**src/rtl/wb_pkg.sv**
```systemverilog
// Shared types and defaults for the posted-write buffer.
// Optional feature macro: WB_READ_FWD_EN (read forwarding from queued writes).
package wb_pkg;

   localparam int WB_DEPTH_DEF  = 4;
   localparam int WB_ADDR_W_DEF = 32;
   localparam int WB_DATA_W_DEF = 32;
   localparam int WB_PTR_W      = $clog2(WB_DEPTH_DEF);

   // Controller state, also exported on the top-level debug port.
   typedef enum logic [1:0] {
      IDLE    = 2'd0,
      RD_WAIT = 2'd1,
      WR_WAIT = 2'd2
   } wb_state_t;

endpackage

```
**src/rtl/wb_fifo.sv**
```systemverilog
// Write-buffer storage: circular FIFO of {addr,data} entries with head/tail
// pointers and an occupancy count. With WB_READ_FWD_EN defined it also
// compares every valid entry against cmp_addr and returns the youngest hit.
module wb_fifo
   import wb_pkg::*;
#(
   parameter int DEPTH  = WB_DEPTH_DEF,
   parameter int ADDR_W = WB_ADDR_W_DEF,
   parameter int DATA_W = WB_DATA_W_DEF
) (
   input  logic              clk,
   input  logic              reset,
   input  logic              push,
   input  logic [ADDR_W-1:0] push_addr,
   input  logic [DATA_W-1:0] push_data,
   input  logic              pop,
   output logic [ADDR_W-1:0] head_addr,
   output logic [DATA_W-1:0] head_data,
   output logic              full,
   output logic              empty,
   input  logic [ADDR_W-1:0] cmp_addr,
   output logic              fwd_hit,
   output logic [DATA_W-1:0] fwd_data
);

   localparam int PTR_W = $clog2(DEPTH);
   localparam int CNT_W = PTR_W + 1;

   logic [ADDR_W-1:0] addr_q [DEPTH];
   logic [DATA_W-1:0] data_q [DEPTH];
   logic [PTR_W-1:0]  head_q;
   logic [PTR_W-1:0]  tail_q;
   logic [CNT_W-1:0]  count_q;

   assign full      = (count_q == CNT_W'(DEPTH));
   assign empty     = (count_q == '0);
   assign head_addr = addr_q[head_q];
   assign head_data = data_q[head_q];

   // Entry storage, written at the tail on every accepted push.
   always_ff @(posedge clk) begin
      if (push) begin
         addr_q[tail_q] <= push_addr;
         data_q[tail_q] <= push_data;
      end
   end

   // Pointers wrap naturally because DEPTH is a power of two; a push and a
   // pop on the same edge leave the count unchanged.
   always_ff @(posedge clk or negedge reset) begin
      if (!reset) begin
         head_q  <= '0;
         tail_q  <= '0;
         count_q <= '0;
      end else begin
         if (push) tail_q <= tail_q + PTR_W'(1);
         if (pop)  head_q <= head_q + PTR_W'(1);
         if (push && !pop)      count_q <= count_q + 1'b1;
         else if (pop && !push) count_q <= count_q - 1'b1;
      end
   end

`ifdef WB_READ_FWD_EN
   logic [DEPTH-1:0] match_vec;
   logic [PTR_W-1:0] offset [DEPTH];
   logic [PTR_W-1:0] fwd_idx;

   // An entry matches when it holds cmp_addr and sits between head and tail.
   always_comb begin
      match_vec = '0;
      for (int i = 0; i < DEPTH; i++) begin
         offset[i]    = PTR_W'(i) - head_q;
         match_vec[i] = (addr_q[i] == cmp_addr) && ({1'b0, offset[i]} < count_q);
      end
   end

   // Walk oldest to youngest so the last (youngest) match wins.
   always_comb begin
      fwd_hit  = 1'b0;
      fwd_data = '0;
      fwd_idx  = head_q;
      for (int k = 0; k < DEPTH; k++) begin
         fwd_idx = head_q + PTR_W'(k);
         if (match_vec[fwd_idx]) begin
            fwd_hit  = 1'b1;
            fwd_data = data_q[fwd_idx];
         end
      end
   end
`else
   logic unused_cmp;
   assign unused_cmp = ^cmp_addr;
   assign fwd_hit    = 1'b0;
   assign fwd_data   = '0;
`endif

endmodule

```
**src/rtl/write_buffer.sv**
```systemverilog
// Posted-write buffer between the data cache and the cache controller.
// Writes are queued and drained to memory when it is otherwise idle; reads
// bypass the queue (WB_READ_FWD_EN defined: forwarded from the youngest
// matching entry, else sent to memory) or wait for the queue to empty
// (WB_READ_FWD_EN undefined: strict ordering).
//
// Handshakes:
//   dc side : dc_write is a one-cycle push, accepted when dc_wr_rdy=1 in the
//             same cycle. dc_read (with dc_addr) is held until the cycle in
//             which dc_rd_done pulses; dc_rdata is valid in that cycle.
//   mem side: mem_read/mem_write with mem_addr/mem_wdata are held stable
//             until the one-cycle mem_ready pulse; the request then drops
//             and at least one IDLE cycle separates transactions.
module write_buffer
   import wb_pkg::*;
#(
   parameter int DEPTH  = WB_DEPTH_DEF,
   parameter int ADDR_W = WB_ADDR_W_DEF,
   parameter int DATA_W = WB_DATA_W_DEF
) (
   input  logic              clk,
   input  logic              reset,
   input  logic              dc_write,
   output logic              dc_wr_rdy,
   input  logic              dc_read,
   input  logic [ADDR_W-1:0] dc_addr,
   input  logic [DATA_W-1:0] dc_wdata,
   output logic [DATA_W-1:0] dc_rdata,
   output logic              dc_rd_done,
   output logic              mem_read,
   output logic              mem_write,
   output logic [ADDR_W-1:0] mem_addr,
   output logic [DATA_W-1:0] mem_wdata,
   input  logic [DATA_W-1:0] mem_rdata,
   input  logic              mem_ready,
   output logic              wb_empty,
   output wb_state_t         dbg_state
);

   wb_state_t         state_q;
   wb_state_t         state_d;
   logic              rd_issue;
   logic [ADDR_W-1:0] rd_addr_q;
   logic [DATA_W-1:0] dc_rdata_q;
   logic              dc_rd_done_q;

   logic              fifo_full;
   logic              fifo_empty;
   logic [ADDR_W-1:0] head_addr;
   logic [DATA_W-1:0] head_data;
   logic              fwd_hit;
   logic [DATA_W-1:0] fwd_data;

   logic              push;
   logic              pop;
   logic              rd_pending;
   logic              rd_mem_done;
   logic              fwd_take;

   // A full buffer still takes a push on the edge that retires the head.
   assign pop         = (state_q == WR_WAIT) && mem_ready;
   assign dc_wr_rdy   = !fifo_full || pop;
   assign push        = dc_write && dc_wr_rdy;

   // dc_read stays high through the dc_rd_done cycle; that cycle is not a new request.
   assign rd_pending  = dc_read && !dc_rd_done_q;
   assign rd_mem_done = (state_q == RD_WAIT) && mem_ready;
   assign fwd_take    = rd_pending && fwd_hit && (state_q != RD_WAIT);

   wb_fifo #(
      .DEPTH  (DEPTH),
      .ADDR_W (ADDR_W),
      .DATA_W (DATA_W)
   ) u_fifo (
      .clk       (clk),
      .reset     (reset),
      .push      (push),
      .push_addr (dc_addr),
      .push_data (dc_wdata),
      .pop       (pop),
      .head_addr (head_addr),
      .head_data (head_data),
      .full      (fifo_full),
      .empty     (fifo_empty),
      .cmp_addr  (dc_addr),
      .fwd_hit   (fwd_hit),
      .fwd_data  (fwd_data)
   );

   // State register.
   always_ff @(posedge clk or negedge reset) begin
      if (!reset) state_q <= IDLE;
      else        state_q <= state_d;
   end

   // Next state: choose between issuing a read and draining the head in IDLE.
   always_comb begin
      state_d  = state_q;
      rd_issue = 1'b0;
      unique case (state_q)
         IDLE: begin
`ifdef WB_READ_FWD_EN
            // Reads go first unless the buffer is full; forwarded reads need no memory.
            if (rd_pending && !fwd_hit && !fifo_full) begin
               state_d  = RD_WAIT;
               rd_issue = 1'b1;
            end else if (!fifo_empty) begin
               state_d  = WR_WAIT;
            end
`else
            // Reads are held until every older write has reached memory.
            if (!fifo_empty) begin
               state_d  = WR_WAIT;
            end else if (rd_pending) begin
               state_d  = RD_WAIT;
               rd_issue = 1'b1;
            end
`endif
         end
         RD_WAIT: if (mem_ready) state_d = IDLE;
         WR_WAIT: if (mem_ready) state_d = IDLE;
         default: state_d = IDLE;
      endcase
   end

   // Memory-side outputs follow the state; the read address is captured at
   // issue so it cannot move while mem_read is held.
   always_comb begin
      mem_read  = 1'b0;
      mem_write = 1'b0;
      mem_addr  = '0;
      mem_wdata = '0;
      unique case (state_q)
         RD_WAIT: begin
            mem_read = 1'b1;
            mem_addr = rd_addr_q;
         end
         WR_WAIT: begin
            mem_write = 1'b1;
            mem_addr  = head_addr;
            mem_wdata = head_data;
         end
         default: ;
      endcase
   end

   // Read return path: capture data and pulse done the cycle after completion.
   always_ff @(posedge clk or negedge reset) begin
      if (!reset) begin
         rd_addr_q    <= '0;
         dc_rdata_q   <= '0;
         dc_rd_done_q <= 1'b0;
      end else begin
         dc_rd_done_q <= rd_mem_done || fwd_take;
         if (rd_mem_done)   dc_rdata_q <= mem_rdata;
         else if (fwd_take) dc_rdata_q <= fwd_data;
         if (rd_issue)      rd_addr_q  <= dc_addr;
      end
   end

   assign dc_rdata   = dc_rdata_q;
   assign dc_rd_done = dc_rd_done_q;
   assign wb_empty   = fifo_empty && (state_q == IDLE);
   assign dbg_state  = state_q;

endmodule
```
**config.mk**
```make
export PLATFORM = sky130hd
export DESIGN_NAME = write_buffer
export DESIGN_NICKNAME = d
export VERILOG_FILES = /design/src/rtl/wb_pkg.sv /design/src/rtl/wb_fifo.sv /design/src/rtl/write_buffer.sv
export SDC_FILE = /design/constraint.sdc
export NUM_CORES = 1
export LEC_CHECK = 0
export BUFFER_PORTS_ARGS = -buffer_cell sky130_fd_sc_hd__buf_2
export CORE_MARGIN = 8
export CORE_UTILIZATION = 50
export CTS_CLUSTER_DIAMETER = 80
export DETAILED_ROUTE_END_ITERATION = 10
export PLACE_DENSITY = 0.71
export SKIP_CTS_REPAIR_TIMING = 1
export SYNTH_ARGS = -nofsm -noshare
export SYNTH_HDL_FRONTEND = slang
export SYNTH_SLANG_ARGS = --single-unit
```
**constraint.sdc**
```tcl
create_clock -name clk -period 3.9 [get_ports clk]
set_clock_uncertainty 0.1 [all_clocks]
set_input_delay 0.39 -clock clk [delete_from_list [all_inputs] [get_ports clk]]
set_output_delay 0.39 -clock clk [all_outputs]
set_load 0.01 [all_outputs]
```
* Word level (Yosys, flattened, before mapping)
Memories as Yosys holds them, arrays and structs flattened.
Index checks and enable logic that the tools add are counted.
** Operators by class
- $add $sub $neg :: 4
- Eq/ne operators :: 5
- Mux-type cells :: 15
- Reduce and logical (&&, ||, !) cells :: 17
** Operators with widths (count)
- $pmux 32 s2 :: 1
- $mux 32 :: 1
- $logic_and 1x1->1 :: 7
- $mux 1 :: 7
- $mux 2 :: 3
- $mux 3 :: 2
- $add 2x1->2 const B :: 2
- $logic_not 1->1 :: 4
- $pmux 2 s2 :: 1
- $add 3x1->3 const B :: 1
- $eq 3x3->1 const B :: 1
- $logic_not 3->1 :: 1
- $ne 3x3->1 const B :: 1
- $sub 3x1->3 const B :: 1
- $eq 2x1->1 const B :: 1
- $eq 2x2->1 const B :: 1
- $logic_not 2->1 :: 1
- $ne 2x1->1 const B :: 1
- $reduce_and 2->1 :: 1
- $reduce_bool 2->1 :: 1
- $reduce_or 2->1 :: 1
- $logic_or 1x1->1 :: 1
** Storage, ports and cells
- Register bits after elaboration :: 74
- RAM bits :: 256
- Logic and storage cells :: 50
- Memories kept :: 2
** Memories
- u_fifo.addr_q :: words 4, bits a word 32, read ports 1, clocked after memory_dff 0, write ports 1, RTL line wb_fifo.sv:29 : logic [ADDR_W-1:0] addr_q [DEPTH];
- u_fifo.data_q :: words 4, bits a word 32, read ports 1, clocked after memory_dff 0, write ports 1, RTL line wb_fifo.sv:30 : logic [DATA_W-1:0] data_q [DEPTH];

* Longest topological paths before layout
- Depth in word-level cells :: 8
- Depth in mapped cells :: 11
- Mapped depth without buffers :: 10

* Hierarchy
From an unflattened synthesis, not the netlist that was laid out.
** Unflattened totals
- Cells, all modules :: 705
- Area total of the unflattened synthesis :: 13804.5 µm²
** Modules (own cells, without submodules)
- wb_fifo :: instances 1, cells each 402, area each 9875.7 µm², seq. area each 7862.5 µm²
- write_buffer :: instances 1, cells each 303, area each 3928.8 µm², seq. area each 1676.6 µm²

* Least setup slack after synthesis
No wires, ideal clock.
- Kind :: reg-to-reg
- Start :: register state_q[0] (netlist: dbg_state[0])
- End :: memory u_fifo.addr_q[0][0] (netlist bit), enable pin
- Library setup time :: 0.429 ns
- Arrival time :: 2.858 ns
- Setup slack :: 0.514 ns
- Cell stages (with the launch flop) :: 7
- Path buffers :: 1
- Clock period less this slack :: 3.386 ns
- Cell sequence :: dfrtp_1 inv_1 ha_1 buf_2 nand2_1 a31oi_4 and2_1
** On the way
- Word-level cells in the longest chain between the ends :: 6
** RTL lines
- from (decl) :: RTL line write_buffer.sv:40 : wb_state_t state_q;
- from (signal assigned) :: RTL line write_buffer.sv:93 : else state_q <= state_d;
- $eq 2x2->1 :: RTL line write_buffer.sv:61 : assign pop = (state_q == WR_WAIT) && mem_ready;
- $logic_and 1x1->1 :: RTL line write_buffer.sv:61
- $logic_or 1x1->1 :: RTL line write_buffer.sv:62 : assign dc_wr_rdy = !fifo_full || pop;
- $logic_and 1x1->1 :: RTL line write_buffer.sv:63 : assign push = dc_write && dc_wr_rdy;
- via push :: RTL line write_buffer.sv:54 : logic push;
- $mux 1 :: RTL line wb_fifo.sv:42 : if (push) begin
- $mux 1 (not written as such) :: RTL line wb_fifo.sv:43 : addr_q[tail_q] <= push_addr;
- to (decl) :: RTL line wb_fifo.sv:29
The timed path passes the listed nets, and every way through them passes these cells.

* Worst setup path after layout
- Start :: register u_fifo.head_q[1]
- End :: output mem_addr[11]
** On the way
- Word-level cells in the longest chain between the ends :: 2
** RTL lines
- from (decl) :: RTL line wb_fifo.sv:31 : logic [PTR_W-1:0] head_q;
- from (signal assigned) :: RTL line wb_fifo.sv:57 : if (pop) head_q <= head_q + PTR_W'(1);
- $mem_v2 4x32
- $pmux 32 s2 :: RTL line write_buffer.sv:133 : unique case (state_q)
- to (decl) :: RTL line write_buffer.sv:32 : output logic [ADDR_W-1:0] mem_addr,
Every way passes these cells.

==> metrics <==
CTS tree=yes; Final ANT Viol Nets=0; Routed WL per cell=21.18 um; Layout area overhead=20.33%; Initial Utilization=50.52%; fmax=317.4 MHz; max incr delay on CP=0.92 ns; most common cell after layout, fill and taps aside=edfxtp_1; actual slew at the worst max-slew pin=1.064 ns; leakage=6.543 nW; first-pass GRT wire length=41220 um; Synth Instances=671; setup violators final=0; Worst R2R End=u_fifo.data_q[1][16]; worst reg2reg path depth=5; synthesized flop and latch total=330; CP max FO=45; max-slew violations=0; hold slack=-0.02549 ns; WP data arrival=2.66 ns; Tcrit/Tclk final=80.80%; Warnings, synthesis=0; sequential-to-total area share from yosys stat=73.08%; initial antenna violation count=1; top cell type by total area after synthesis=edfxtp_1; clk slew on worst S/H paths=0.07 ns; # rows=59; routed wire length=27020 um; Root Buffer=clkbuf_16; pwr dens=773.7 nW/um2; most frequent cells in the layout=edfxtp_1 (256), buf_2 (202), dfrtp_1 (72), mux2i_1 (64), mux2_2 (35); worst skew pair latency=0.50 ns; Mapped Nets=781; fin worst setup slack=0.7490 ns; max cap viols=0; Max Root-Sink Buffers=3; initial DRC count=352; relative slew slack=29.05%; worst hold path class=input port to async pin; RSZ-0062 raised after global routing=false; Routability Congestion=0.6975; fill cell count=1911; minimum clock period=3.151 ns; Synth top area share=58.90%; GRT Total Usage=16.95%; via count=6815; Port Buf Inserts=203; Top Ports=204; CP endpoint kind=primary output; Die W=177.6 um; Mapped Avg Cell Area=19.45 um2; number of global-route vias before repair=7219; largest net degree at the start of global routing=75; die area=31530 um2; Slowest-stage cell, CP=dfrtp_4; # DRC=0; WS Path Type=flip-flop to primary output; H-tree depth=2; GRT overflow=0; Core ar.=25840 um2; Buf/Inv on CP=2; maximum VDD drop=0.0004430 V; outcome=complete, but fails checks; pre-CTS WS=1.232 ns; post-synthesis cell area=13050 um2; origin of the critical flop-to-flop path=dbg_state[0]; Critical Path RT=3.41 ns; sequential cell area=9544 um2; startpoint class of the critical path=flip-flop; ranking of synthesized cells by area=edfxtp_1 (59%), dfrtp_1 (14%), mux2i_1 (4.9%); Detail Placement HPWL=16290 um; NumNets Final=1024; Distinct cells, synth=34; failing checks=hold timing; Hold Vio Cnt, Final=46; total negative slack=0 ns; drt pass-1 iters=4; delay-heaviest family, CP=flip-flops; Reg2Reg Setup Slack=1.27 ns; footprint of the multi-input gates=3229 um2; Clock Sinks=330; CP Cell Sequence=buf_4 -> mux2i_1 -> o22ai_1 -> a21o_1 -> buf_2; Avg Vias per Cell=5.341; chip height=177.6 um; total CTS buffers=34; layout cells sized above 1=39.51%
-- layout make-up --
class	instances	share of cell area, %
diodes	2	0.03186
clock buffers	37	5.489
clock inverters	24	1.251
inverters	9	0.2151
multi-input cells	297	20.56
flip-flops and latches	330	60.77
well taps	335	2.669
repair buffers	242	9.018
-- state kept, by name (all words and copies together), names as in the netlist --
| register | flops |
|---|---|
| u_fifo.head_q | 2 |
| dc_rdata | 32 |
| dc_rd_done | 1 |
| u_fifo.count_q | 3 |
| u_fifo.addr_q | 128 |
| u_fifo.tail_q | 2 |
| rd_addr_q | 32 |
| u_fifo.data_q | 128 |
| dbg_state | 2 |
-- how the worst max path moves through the flow --
stage | from | endpoint | cells past startpoint | slack (ns)
4_1_cts | u_fifo.head_q[1] | mem_addr[11] | 5 | 0.68
6_report | u_fifo.head_q[1] | mem_addr[11] | 5 | 0.75
3_3_place_gp | u_fifo.head_q[1] | mem_addr[11] | 5 | 1.22
3_5_place_dp | u_fifo.head_q[1] | mem_addr[11] | 5 | 1.23
5_1_grt | dbg_state[0] | mem_addr[23] | 6 | 0.51
2_1_floorplan | dbg_state[0] | u_fifo.addr_q[0][0] | 6 | 0.51
-- cells in the mapped netlist --
cell type / number
nor2_1: 2
nor3_4: 1
mux4_1: 5
a21o_1: 32
nor2b_1: 1
buf_12: 3
mux4_2: 27
mux2_1: 1
edfxtp_1: 256
dfrtp_1: 74
nand2_1: 4
buf_6: 7
clkbuf_1: 7
nand3b_1: 1
fa_1: 1
mux2_4: 30
xor2_1: 2
o22ai_1: 32
buf_2: 17
a21oi_1: 2
mux2i_1: 64
mux2_2: 35
o21ai_0: 1
nand3_2: 1
a31oi_4: 1
nand3_4: 1
buf_4: 1
and2_1: 37
nand2b_1: 1
nand3_1: 2
o2bb2ai_1: 1
xnor2_1: 4
inv_1: 9
ha_1: 8
-- kinds of logic after synthesis --
| group | Yosys count | share of synthesized area [%] |
|---|---|---|
| flip-flops | 330 | 73.08 |
| multiplexers | 162 | 17.13 |
| AO/OA/AOI/OAI | 69 | 3.719 |
| AND/OR/NAND/NOR | 51 | 2.512 |
| buffers and inverters | 44 | 2.234 |
| adder cells (fa/ha/maj) | 9 | 0.9203 |
| XOR/XNOR | 6 | 0.4026 |
-- stage by stage --
step | std cells | util [%] | power, W | area, um2
6_report | 1276 | 60.79 | 0.01215 | 15710
5_1_grt | 1274 | 60.77 | 0.01279 | 15700
4_1_cts | 1247 | 59.72 | 0.01230 | 15430
3_5_place_dp | 1186 | 55.63 | 0.009199 | 14370
3_3_place_gp | 1186 | 55.63 | 0.009117 | 14370
2_1_floorplan | 671 | - | 0.007920 | 13050
-- metal layers --
| layer | wire length [um] | share of wire [%] | global-route usage (%) |
|---|---|---|---|
| met5 | 12 | 0.044 | 0 |
| met4 | 554 | 2.1 | 4.724 |
| met3 | 1680 | 6.2 | 4.277 |
| met2 | 12810 | 47 | 27.85 |
| met1 | 11970 | 44 | 22.19 |
-- worst reg2reg max path: stages (launching register included) --
cell and delay [ns]:
dfrtp_1 0.41, inv_1 0.10, ha_1 0.21, nand2_1 0.16, a31oi_4 0.31, and2_4 0.82
-- power by group --
group	leakage [nW]	internal, W	total (W)	switching [W]
Sequential	3.25	0.00478	0.00523	0.000450
Clock	0.525	0.00175	0.00308	0.00133
Combinational	2.77	0.00185	0.00384	0.00199
Total	6.54	0.00838	0.0122	0.00377
No activity file was read; power rests on OpenSTA's default activity.
